===== src/rtl/led_pkg.sv =====
// Shared types and constants for the LED matrix driver serial link.
// Register addresses follow the MAX7219-style map used by the upstream sequencer.
package led_pkg;

  localparam int LED_WORD_W  = 16;
  localparam int LED_CLK_DIV = 3;
  localparam int LED_GAP_CYC = 4;

  typedef enum logic [1:0] {
    IDLE  = 2'd0,
    SHIFT = 2'd1,
    END   = 2'd2,
    GAP   = 2'd3
  } tx_state_t;

  localparam logic [7:0] NOOP      = 8'h00;
  localparam logic [7:0] DECODE    = 8'h09;
  localparam logic [7:0] INTENSITY = 8'h0A;
  localparam logic [7:0] SCANLIMIT = 8'h0B;
  localparam logic [7:0] SHUTDOWN  = 8'h0C;
  localparam logic [7:0] TEST      = 8'h0F;

  function automatic logic [15:0] led_cmd(input logic [7:0] addr, input logic [7:0] data);
    return {addr, data};
  endfunction

endpackage


===== src/rtl/led_spi_phase.sv =====
// Phase and bit counters for the serial clock divider.
// clk_level, bit_tick and last_bit describe the cycle that follows the next edge.
module led_spi_phase #(
  parameter int DATA_W  = 16,
  parameter int CLK_DIV = 3
) (
  input  logic clk_sys,
  input  logic rst_b,
  input  logic start,
  input  logic run,
  output logic clk_level,
  output logic bit_tick,
  output logic last_bit
);

  localparam int PW = (CLK_DIV > 1) ? $clog2(CLK_DIV) : 1;
  localparam int BW = $clog2(DATA_W);
  localparam logic [PW-1:0] PH_LAST = PW'(CLK_DIV - 1);
  localparam logic [PW-1:0] PH_HIGH = PW'(CLK_DIV / 2);
  localparam logic [BW-1:0] BIT_TOP = BW'(DATA_W - 1);

  logic [PW-1:0] phase_q, phase_d;
  logic [BW-1:0] bit_q, bit_d;
  logic          wrap;

  always_comb begin
    wrap    = run && (phase_q == PH_LAST);
    phase_d = '0;
    bit_d   = '0;
    if (start) begin
      bit_d = BIT_TOP;
    end else if (run) begin
      phase_d = wrap ? '0 : phase_q + PW'(1);
      bit_d   = wrap ? bit_q - BW'(1) : bit_q;
    end
    bit_tick  = wrap && (bit_q != '0);
    last_bit  = wrap && (bit_q == '0);
    // Serial clock stays low through the END cycle after the final bit.
    clk_level = (start || (run && !last_bit)) && (phase_d >= PH_HIGH);
  end

  always_ff @(posedge clk_sys) begin
    if (!rst_b) begin
      phase_q <= '0;
      bit_q   <= '0;
    end else begin
      phase_q <= phase_d;
      bit_q   <= bit_d;
    end
  end

endmodule


===== src/rtl/led_spi_tx.sv =====
// Serial transmitter for the LED matrix driver: CS-framed, MSB-first words on a divided clock.
// The device latches each word on the CS rising edge that enters GAP.
//
//   state | meaning
//   IDLE  | CS high, ready for a word
//   SHIFT | CS low, bits shifted out on CLK_9M
//   END   | one cycle, CS low, CLK_9M low, DOUT holds bit 0
//   GAP   | CS high for GAP_CYC cycles before the next word
module led_spi_tx import led_pkg::*; #(
  parameter int DATA_W  = LED_WORD_W,
  parameter int CLK_DIV = LED_CLK_DIV,
  parameter int GAP_CYC = LED_GAP_CYC
) (
  input  logic              CLK_27M,
  input  logic              RST_N,
  input  logic [DATA_W-1:0] TX_DATA,
  input  logic              TX_VALID,
  output logic              TX_READY,
  output logic              BUSY,
  output logic              CS,
  output logic              CLK_9M,
  output logic              DOUT
);

  localparam int GW = (GAP_CYC > 1) ? $clog2(GAP_CYC) : 1;
  localparam logic [GW-1:0] GAP_LOAD = GW'(GAP_CYC - 1);

  tx_state_t         state_q, state_d;
  logic [DATA_W-1:0] sr_q, sr_d;
  logic [GW-1:0]     gap_q, gap_d;
  logic              cs_q, cs_d;
  logic              sclk_q, sclk_d;
  logic              accept, in_shift;
  logic              clk_level, bit_tick, last_bit;

  assign accept   = (state_q == IDLE) && TX_VALID;
  assign in_shift = (state_q == SHIFT);

  led_spi_phase #(
    .DATA_W  (DATA_W),
    .CLK_DIV (CLK_DIV)
  ) u_phase (
    .clk_sys   (CLK_27M),
    .rst_b     (RST_N),
    .start     (accept),
    .run       (in_shift),
    .clk_level (clk_level),
    .bit_tick  (bit_tick),
    .last_bit  (last_bit)
  );

  always_comb begin
    state_d = state_q;
    sr_d    = sr_q;
    gap_d   = gap_q;
    cs_d    = 1'b1;
    sclk_d  = 1'b0;
    unique case (state_q)
      IDLE: begin
        if (TX_VALID) begin
          state_d = SHIFT;
          sr_d    = TX_DATA;
          cs_d    = 1'b0;
        end
      end
      SHIFT: begin
        cs_d   = 1'b0;
        sclk_d = clk_level;
        // The MSB of the shift register is DOUT, so shifting only at phase 0 keeps data stable under CLK_9M high.
        if (bit_tick) sr_d = {sr_q[DATA_W-2:0], 1'b0};
        if (last_bit) state_d = END;
      end
      END: begin
        state_d = GAP;
        sr_d    = '0;
        gap_d   = GAP_LOAD;
      end
      GAP: begin
        if (gap_q == '0) state_d = IDLE;
        else             gap_d   = gap_q - GW'(1);
      end
      default: state_d = IDLE;
    endcase
  end

  always_ff @(posedge CLK_27M) begin
    if (!RST_N) begin
      state_q <= IDLE;
      sr_q    <= '0;
      gap_q   <= '0;
      cs_q    <= 1'b1;
      sclk_q  <= 1'b0;
    end else begin
      state_q <= state_d;
      sr_q    <= sr_d;
      gap_q   <= gap_d;
      cs_q    <= cs_d;
      sclk_q  <= sclk_d;
    end
  end

  assign CS       = cs_q;
  assign CLK_9M   = sclk_q;
  assign DOUT     = sr_q[DATA_W-1];
  assign TX_READY = (state_q == IDLE);
  assign BUSY     = (state_q != IDLE);

endmodule


===== config.mk =====
export PLATFORM = sky130hd
export DESIGN_NAME = led_spi_tx
export DESIGN_NICKNAME = d
export VERILOG_FILES = /design/src/rtl/led_pkg.sv /design/src/rtl/led_spi_phase.sv /design/src/rtl/led_spi_tx.sv
export SDC_FILE = /design/constraint.sdc
export NUM_CORES = 1
export LEC_CHECK = 0
export CORE_UTILIZATION = 57
export CTS_BUF_LIST = sky130_fd_sc_hd__clkbuf_16
export CTS_CLUSTER_DIAMETER = 50
export DETAILED_ROUTE_END_ITERATION = 8
export PLACE_DENSITY = 0.89
export SETUP_SLACK_MARGIN = 0.4
export SLEW_MARGIN = 20
export SYNTH_ARGS = -nofsm -noshare
export SYNTH_HDL_FRONTEND = slang
export SYNTH_SLANG_ARGS = --single-unit

===== constraint.sdc =====
create_clock -name CLK_27M -period 4.5 [get_ports CLK_27M]
set_input_delay 0.45 -clock CLK_27M [delete_from_list [all_inputs] [get_ports CLK_27M]]
set_output_delay 0.45 -clock CLK_27M [all_outputs]
set_load 0.02 [all_outputs]

Word-level counts from Yosys, hierarchy flattened
Index checks and enable logic that the tools add are counted.
{"block": "op_classes", "n_mux": 17, "reduce_logical": 19, "order_cmp": 1, "n_addsub": 3, "n_eq_ne": 10}
{"cell": "$pmux W16 S3", "count": 1}
{"cell": "$mux W16", "count": 2}
{"cell": "$mux W2", "count": 7}
{"cell": "$mux W4", "count": 3}
{"cell": "$ne A2 B2 Y1 const B", "count": 5}
{"cell": "$pmux W2 S4", "count": 1}
{"cell": "$eq A2 B2 Y1 const B", "count": 3}
{"cell": "$logic_and A1 B1 Y1", "count": 6}
{"cell": "$reduce_and A3 Y1", "count": 2}
{"cell": "$logic_not A2 Y1", "count": 2}
{"cell": "$logic_not A4 Y1", "count": 1}
{"cell": "$pmux W2 S2", "count": 1}
{"cell": "$reduce_and A2 Y1", "count": 2}
{"cell": "$reduce_bool A2 Y1", "count": 2}
{"cell": "$reduce_bool A4 Y1", "count": 1}
{"cell": "$sub A4 B1 Y4 const B", "count": 1}
{"cell": "$ne A3 B2 Y1 const B", "count": 1}
{"cell": "$reduce_bool A3 Y1", "count": 1}
{"cell": "$add A2 B1 Y2 const B", "count": 1}
{"cell": "$eq A2 B1 Y1 const B", "count": 1}
{"cell": "$ge A2 B1 Y1 const B", "count": 1}
{"cell": "$pmux W1 S2", "count": 1}
{"cell": "$sub A2 B1 Y2 const B", "count": 1}
{"cell": "$logic_not A1 Y1", "count": 1}
{"cell": "2 further kinds", "count": 2}
{"block": "totals", "reg_bits": 28, "out_inout_bits": 5, "elab_cells": 57}

Longest topological paths before layout
Gate-level depths: netlist (run 1).
{"block": "logic_depth", "depth_word": 7, "mapped_depth": 7}

Cells and area by module
From an unflattened synthesis (run 1), not the netlist that was laid out.
{"block": "unflattened", "hier_cells": 152, "hier_area_um2": 1515.2}
{"module": "led_spi_tx", "cells_per_inst": 116, "instances": 1, "seq_area_each_um2": 440.4, "area_per_inst_um2": 1189.9}
{"module": "led_spi_phase", "cells_per_inst": 36, "instances": 1, "seq_area_each_um2": 120.1, "area_per_inst_um2": 325.3}

Worst setup path after synthesis (run 1)
Ideal clock, no wire load.
{"block": "synth_timing", "kind": "reg-to-reg", "startpoint": "register state_q[1]", "endpoint": "register sr_q[10]", "path_buffers": 1, "setup_slack_ps": 2694, "arrival_ps": 1690, "stages_incl_launch_ff": 8, "setup_ps": 116, "synth_period_minus_slack_ps": 1806, "required_ps": 4384, "path_cell_list": "dfxtp_1 inv_1 ha_1 and4bb_4 a2111oi_4 buf_6 nand3_2 o211a_1"}
{"block": "synth_via", "elab_chain_len": 5}
{"item": "start, declared", "line": "led_spi_tx.sv:28", "text": "tx_state_t state_q, state_d;"}
{"item": "start signal, assigned", "line": "led_spi_tx.sv:94", "text": "state_q <= state_d;"}
{"item": "$eq A2 B1 Y1", "line": "led_spi_tx.sv:37, led_spi_tx.sv:58"}
{"item": "$logic_and A1 B1 Y1", "line": "led_spi_phase.sv:27", "text": "wrap = run && (phase_q == PH_LAST);"}
{"item": "$logic_and A1 B1 Y1", "line": "led_spi_phase.sv:36", "text": "bit_tick = wrap && (bit_q != '0);"}
{"item": "$ne A2 B2 Y1 (no source line)"}
{"item": "$reduce_and A3 Y1 (no source line)"}
{"item": "end signal, assigned", "line": "led_spi_tx.sv:95", "text": "sr_q <= sr_d;"}
{"item": "end, declared", "line": "led_spi_tx.sv:29", "text": "logic [DATA_W-1:0] sr_q, sr_d;"}
Several ways; a longest one is shown, not always the timed one.
A chain may end at the register's enable or synchronous reset.

Worst setup path in the final report (run 1)
{"block": "layout_timing", "startpoint": "register state_q[1]", "endpoint": "register sr_q[12]"}
Same word-level chain as after synthesis.

==> results.sh, run 1 <==
export IMPL_status="finished clean"
export IMPL_yosysWarnings=0
export IMPL_viasPerCell=5.82
export IMPL_num_vias=1269
export IMPL_fin_crit_ps=2480
export IMPL_yosysUniqueCellTypes=36
export IMPL_synth_seq_cells=28
export IMPL_finalClockSkew_ps=2.70
export IMPL_synth_area_leaders="dfxtp_1, o211a_1, nand3_1"
export IMPL_dpl_hpwl_microns=2070
export IMPL_drv_slew=0
export IMPL_utilization=0.729
export IMPL_drv_cap=0
export IMPL_wl_per_cell_microns=14.3
export IMPL_powerDensity_nw_per_um2=689
export IMPL_portBuffers=23
export IMPL_grt_max_degree=33
export IMPL_synth_top_area_cell="dfxtp_1"
export IMPL_start_util=0.623
export IMPL_synth_ff_type="dfxtp_1"
export IMPL_antennaDiodeCount=0
export IMPL_fin_nets=218
export IMPL_async_reset_ff_frac=0
export IMPL_cts_tree="done"
export IMPL_ctsHoldBuffers=0
export IMPL_worstSkewPairLatency_ps=260
export IMPL_seq_area_sq_um=561
export IMPL_critPathBufInv=2
export IMPL_first_pass_iters=4
export IMPL_die_area_sq_um=3020
export IMPL_ys_seq_area_frac=0.351
export IMPL_remaining_drc_errors=0
export IMPL_dieWidth_microns=55.0
export IMPL_hold_viol=0
export IMPL_cp_slowest_cell="ha_1"
export IMPL_relSlewSlack=0.301
export IMPL_endpoint_kind="flip-flop"
export IMPL_clockRootBuffer="clkbuf_16"
export IMPL_finalPower_mw=1.29
export IMPL_numCtsBuffers=3
export IMPL_clk_pin_slew_worst_paths_ps=60
export IMPL_cpPeakStageDelay_ps=690
export IMPL_crit_required_ps=4650
export IMPL_finalSetupViolCount=0
export IMPL_wl_microns=3110
export IMPL_arrival_ps=2630
export IMPL_holdWs_ps=496
export IMPL_clk_path_buf_depth=2
export IMPL_syn_avg_cell_area_sq_um=9.24
export IMPL_drt_antenna_violating_nets=0
export IMPL_first_global_vias=1033
export IMPL_n_fill_cell=192
export IMPL_multi_input_area_sq_um=926
export IMPL_gp_congestion=0.730
export IMPL_cts_repair_resized=0
export IMPL_rows=18
export IMPL_grtUsageTotal=0.222
export IMPL_fin_ws_ps=2020
export IMPL_core_sq_um=2570
export IMPL_fin_crit_sh=0.552
export IMPL_fp_dieH_microns=55.0
export IMPL_synth_top_area_frac=0.351
export IMPL_antenna_found_initial=0
export IMPL_area_growth_pct=17.0
export IMPL_io_pins=24
export IMPL_tns_ps=0
export IMPL_crit_family="adder cells"
export IMPL_cts_setup_buffers=0
export IMPL_max_freq_mhz=403
export IMPL_drive_gt1_frac=0.0745
export IMPL_cts_max_level=1
export IMPL_synth_nets=201
export IMPL_path_class="reg2reg"
export IMPL_holdCritPathClass="reg2reg"
export IMPL_synth_cells=173
export IMPL_rrSetupSlack_ps=2020
export IMPL_drtIter0Drc=18
export IMPL_leakage_nw=0.880
export IMPL_path_max_fanout=32
export IMPL_rsz0062_at_grt="no"
export IMPL_synth_edf_count=0
export IMPL_pre_cts_ws_ps=2070
export IMPL_path_cells="inv_1 > ha_1 > nand3b_4 > a2111oi_4 > buf_4 > nand3_1 > o211a_1"
export IMPL_critPathLaunchType="flip-flop"
export IMPL_worst_pin_slew_ps=1040
export IMPL_vdd_drop_max_mv=0.484
export IMPL_syn_area_sq_um=1600
export IMPL_grt_pass1_wl_microns=4770
export IMPL_numClockSinks=28
export IMPL_globalRouteOverflowTotal=0
[flip-flops by register name, indices dropped and copies added, names as in the netlist]
name and cells:
gap_q 2, u_phase.bit_q 4, CLK_9M 1, state_q 2, u_phase.phase_q 2, CS 1
sr_q 16
[worst min-delay path, cell delays in order (launching register included)]
cell     delay [ps]
dfxtp_1         320
nand2_1          90
o21ai_2          50
[stage by stage]
stage / std cells / area [sq um]
after floorplan: 173 / 1600
after CTS: 218 / 1870
after detailed placement: 215 / 1800
after global placement: 215 / 1800
after global routing: 218 / 1870
final: 218 / 1870
[layout by cell type, fill, tap and decap left out, types with 3 or more instances in the layout]
| master | count |
|---|---|
| o21ai_0 | 5 |
| clkbuf_16 | 3 |
| nor2b_1 | 4 |
| o211a_1 | 17 |
| nand3_1 | 28 |
| nand2_1 | 12 |
| a21oi_1 | 3 |
| mux2i_1 | 3 |
| dfxtp_1 | 28 |
| ha_1 | 9 |
| nand3_2 | 3 |
| nand2b_1 | 20 |
| inv_1 | 9 |
| clkdlybuf4s50_1 | 23 |
[routing by layer]
metal	GRT usage	part of all wire	routed length, microns	up-vias
met5	0	0	0	-
met4	0.0625	0.0090	28	0
met3	0.0383	0.040	123	5
met2	0.331	0.45	1400	27
met1	0.325	0.50	1560	589
li1	-	-	-	648
[synth_stat cells (3+ instances only)]
master,count
nand3_1,28
a21oi_1,3
o211a_1,17
nand2_1,12
buf_6,4
nand3_2,3
mux2i_1,3
nand2b_1,20
ha_1,9
buf_2,3
clkbuf_1,4
inv_1,9
nor2b_1,4
o21ai_0,5
dfxtp_1,28
[layout make-up]
cell class / instances / share of cell area
Multi-Input combinational cell: 124 / 0.495
Sequential cell: 28 / 0.300
Timing Repair Buffer: 24 / 0.127
Clock buffer: 3 / 0.0401
Tap cell: 30 / 0.0201
Inverter: 9 / 0.0181
[report_power, final]
group          total [mW]  switching, mW  internal, mW  leakage, nW
logic               0.663          0.362         0.302        0.612
clock network       0.198         0.0798         0.118       0.0370
registers           0.428         0.0704         0.357        0.231
total                1.29          0.512         0.777        0.880
[logic make-up after synthesis]
kind of cell	share of synthesized area
AO/OA/AOI/OAI	0.201
adder cells (fa/ha/maj)	0.0704
buffers and inverters	0.0704
flip-flops	0.351
multiplexers	0.0188
AND/OR/NAND/NOR	0.289
[final timing paths]
check | from | endpoint | cells past startpoint
worst max-delay path | state_q[1]$_SDFFE_PN0P_ | sr_q[12]$_SDFFE_PN0P_ | 7
worst min-delay path | sr_q[0]$_SDFFE_PN0P_ | sr_q[0]$_SDFFE_PN0P_ | 2
worst max register to register | state_q[1]$_SDFFE_PN0P_ | sr_q[12]$_SDFFE_PN0P_ | 7
worst min register to register | sr_q[0]$_SDFFE_PN0P_ | sr_q[0]$_SDFFE_PN0P_ | 2
No activity file was read; power rests on OpenSTA's default activity.
==> run 2: changes to the inputs <==
--- a/config.mk
+++ b/config.mk
@@ -5,11 +5,11 @@
 export SDC_FILE = /design/constraint.sdc
 export NUM_CORES = 1
 export LEC_CHECK = 0
-export CORE_UTILIZATION = 57
+export CORE_UTILIZATION = 48
 export CTS_BUF_LIST = sky130_fd_sc_hd__clkbuf_16
 export CTS_CLUSTER_DIAMETER = 50
 export DETAILED_ROUTE_END_ITERATION = 8
-export PLACE_DENSITY = 0.89
+export PLACE_DENSITY = 0.81
 export SETUP_SLACK_MARGIN = 0.4
 export SLEW_MARGIN = 20
 export SYNTH_ARGS = -nofsm -noshare
==> constraint.sdc (replaced) <==
create_clock -name CLK_27M -period 2 [get_ports CLK_27M]
set_input_delay 0.2 -clock CLK_27M [delete_from_list [all_inputs] [get_ports CLK_27M]]
set_output_delay 0.2 -clock CLK_27M [all_outputs]
set_load 0.02 [all_outputs]
==> run 2 against run 1 <==
- largest power group unchanged
- register-to-register slack got worse by 1800 ps
- sequential share of layout area decreased by 4.5 points
- highest routed layer unchanged
- final cell count increased by 15%
==> results.sh, run 2 (synthesis results as in run 1) <==
export IMPL_status="finished clean"
export IMPL_clk_path_buf_depth=2
export IMPL_tns_ps=0
export IMPL_cp_slowest_cell="or4b_4"
export IMPL_first_pass_iters=4
export IMPL_path_max_fanout=3
export IMPL_crit_required_ps=2160
export IMPL_finalPower_mw=3.73
export IMPL_largestRegisters="sr_q (16), u_phase.bit_q (4)"
export IMPL_hold_viol=0
export IMPL_multi_input_area_sq_um=1060
export IMPL_drv_cap=0
export IMPL_gp_congestion=0.842
export IMPL_worstSkewPairLatency_ps=270
export IMPL_rows=20
export IMPL_path_class="reg2reg"
export IMPL_critPathLaunchType="flip-flop"
export IMPL_path_cells="inv_2 > ha_4 > or3b_4 > or4b_4 > a21oi_2 > nor2_1"
export IMPL_grt_pass1_wl_microns=5900
export IMPL_die_area_sq_um=3570
export IMPL_grt_max_degree=33
export IMPL_cts_max_level=1
export IMPL_grtUsageTotal=0.223
export IMPL_holdWs_ps=486
export IMPL_finalClockSkew_ps=2.62
export IMPL_vdd_drop_max_mv=0.846
export IMPL_final_common_cell="dfxtp_1"
export IMPL_endpoint_kind="flip-flop"
export IMPL_clockRootBuffer="clkbuf_16"
export IMPL_worst_pin_slew_ps=494
export IMPL_arrival_ps=1970
export IMPL_fin_nets=235
export IMPL_remaining_drc_errors=0
export IMPL_first_global_vias=1332
export IMPL_fin_crit_ps=1810
export IMPL_hold_start="sr_q[0]$_SDFFE_PN0P_"
export IMPL_fin_crit_sh=0.905
export IMPL_antenna_found_initial=0
export IMPL_core_sq_um=3100
export IMPL_drv_slew=0
export IMPL_reg2regPathDepth=6
export IMPL_cts_tree="done"
export IMPL_finalSetupViolCount=0
export IMPL_num_vias=1415
export IMPL_reg2reg_to="CLK_9M$_SDFF_PN0_"
export IMPL_powerDensity_nw_per_um2=1660
export IMPL_hold_depth=2
export IMPL_area_growth_pct=40.6
export IMPL_viasPerCell=5.66
export IMPL_antennaDiodeCount=0
export IMPL_pre_cts_ws_ps=231
export IMPL_numCtsBuffers=3
export IMPL_fin_ws_ps=189
export IMPL_max_freq_mhz=552
export IMPL_hold_path_end="sr_q[0]$_SDFFE_PN0P_"
export IMPL_dieWidth_microns=59.7
export IMPL_n_fill_cell=234
export IMPL_most_common_layout_cells="dfxtp_1, clkdlybuf4s50_1, nand2b_1"
export IMPL_ctsHoldBuffers=0
export IMPL_largest_register="sr_q"
export IMPL_numClockSinks=28
export IMPL_seq_area_sq_um=573
export IMPL_r2r_start="u_phase.bit_q[0]$_SDFFE_PN0P_"
export IMPL_fp_dieH_microns=59.7
export IMPL_clk_pin_slew_worst_paths_ps=70
export IMPL_portBuffers=23
export IMPL_wl_per_cell_microns=16.2
export IMPL_relSlewSlack=0.666
export IMPL_drtIter0Drc=78
export IMPL_start_util=0.515
export IMPL_globalRouteOverflowTotal=0
export IMPL_leakage_nw=1.04
export IMPL_holdCritPathClass="reg2reg"
export IMPL_drt_antenna_violating_nets=0
export IMPL_largest_reg_flops=16
export IMPL_cpPeakStageDelay_ps=530
export IMPL_io_pins=24
export IMPL_rrSetupSlack_ps=190
export IMPL_dpl_hpwl_microns=2250
export IMPL_wl_microns=4050
export IMPL_drive_gt1_frac=0.301
export IMPL_rsz0062_at_grt="yes"
run 2: through the flow:
step | instance area (sq um) | utilization | instances
final | 2250 | 0.725 | 250
after global routing | 2250 | 0.725 | 250
after CTS | 2100 | 0.677 | 244
after detailed placement | 1900 | 0.611 | 232
after global placement | 1900 | 0.611 | 232
after floorplan | 1650 | - | 173
run 2: what timing repair did:
action,in CTS,in global routing
gates cloned,2,1
setup endpoints to repair,19,20
gates resized for setup,9,25
pin swaps,4,4
setup buffers,6,5
run 2: routing by layer:
| layer | track usage | wire length (microns) |
|---|---|---|
| met5 | 0 | 0 |
| met4 | 0.0997 | 118 |
| met2 | 0.405 | 2090 |
| met1 | 0.247 | 1700 |
| met3 | 0.0476 | 144 |
run 2: how the worst max path moves through the flow:
stage,from,endpoint,cells past startpoint
2_1_floorplan,state_q[1]$_SDFFE_PN0P_,sr_q[10]$_SDFFE_PN0P_,7
3_3_place_gp,state_q[1]$_SDFFE_PN0P_,sr_q[2]$_SDFFE_PN0P_,7
3_5_place_dp,state_q[1]$_SDFFE_PN0P_,sr_q[3]$_SDFFE_PN0P_,7
4_1_cts,u_phase.bit_q[1]$_SDFFE_PN0P_,CLK_9M$_SDFF_PN0_,6
5_1_grt,u_phase.bit_q[0]$_SDFFE_PN0P_,CLK_9M$_SDFF_PN0_,6
6_report,u_phase.bit_q[0]$_SDFFE_PN0P_,CLK_9M$_SDFF_PN0_,6
run 2: layout make-up:
| class | instances | share of cell area |
|---|---|---|
| multi-input combinational | 124 | 0.471 |
| timing repair buffer | 41 | 0.186 |
| sequential | 28 | 0.255 |
| clock buffer | 4 | 0.0445 |
| tap | 44 | 0.0245 |
| inverter | 9 | 0.0195 |
run 2: power by group:
part | internal, mW | leakage, nW | switching [mW]
sequential | 0.822 | 0.233 | 0.191
combinational | 1.13 | 0.760 | 1.04
clock | 0.349 | 0.0493 | 0.196
total | 2.30 | 1.04 | 1.43
run 2: critical path, delay by kind of cell, from the launching register on:
family                     cells  cell delay [ps]
AOI/OAI and AO/OA              1              150
DFF                            1              330
adders and majority gates      1              150
and+or+nand+nor                3              960
buffers and inverters          1              110
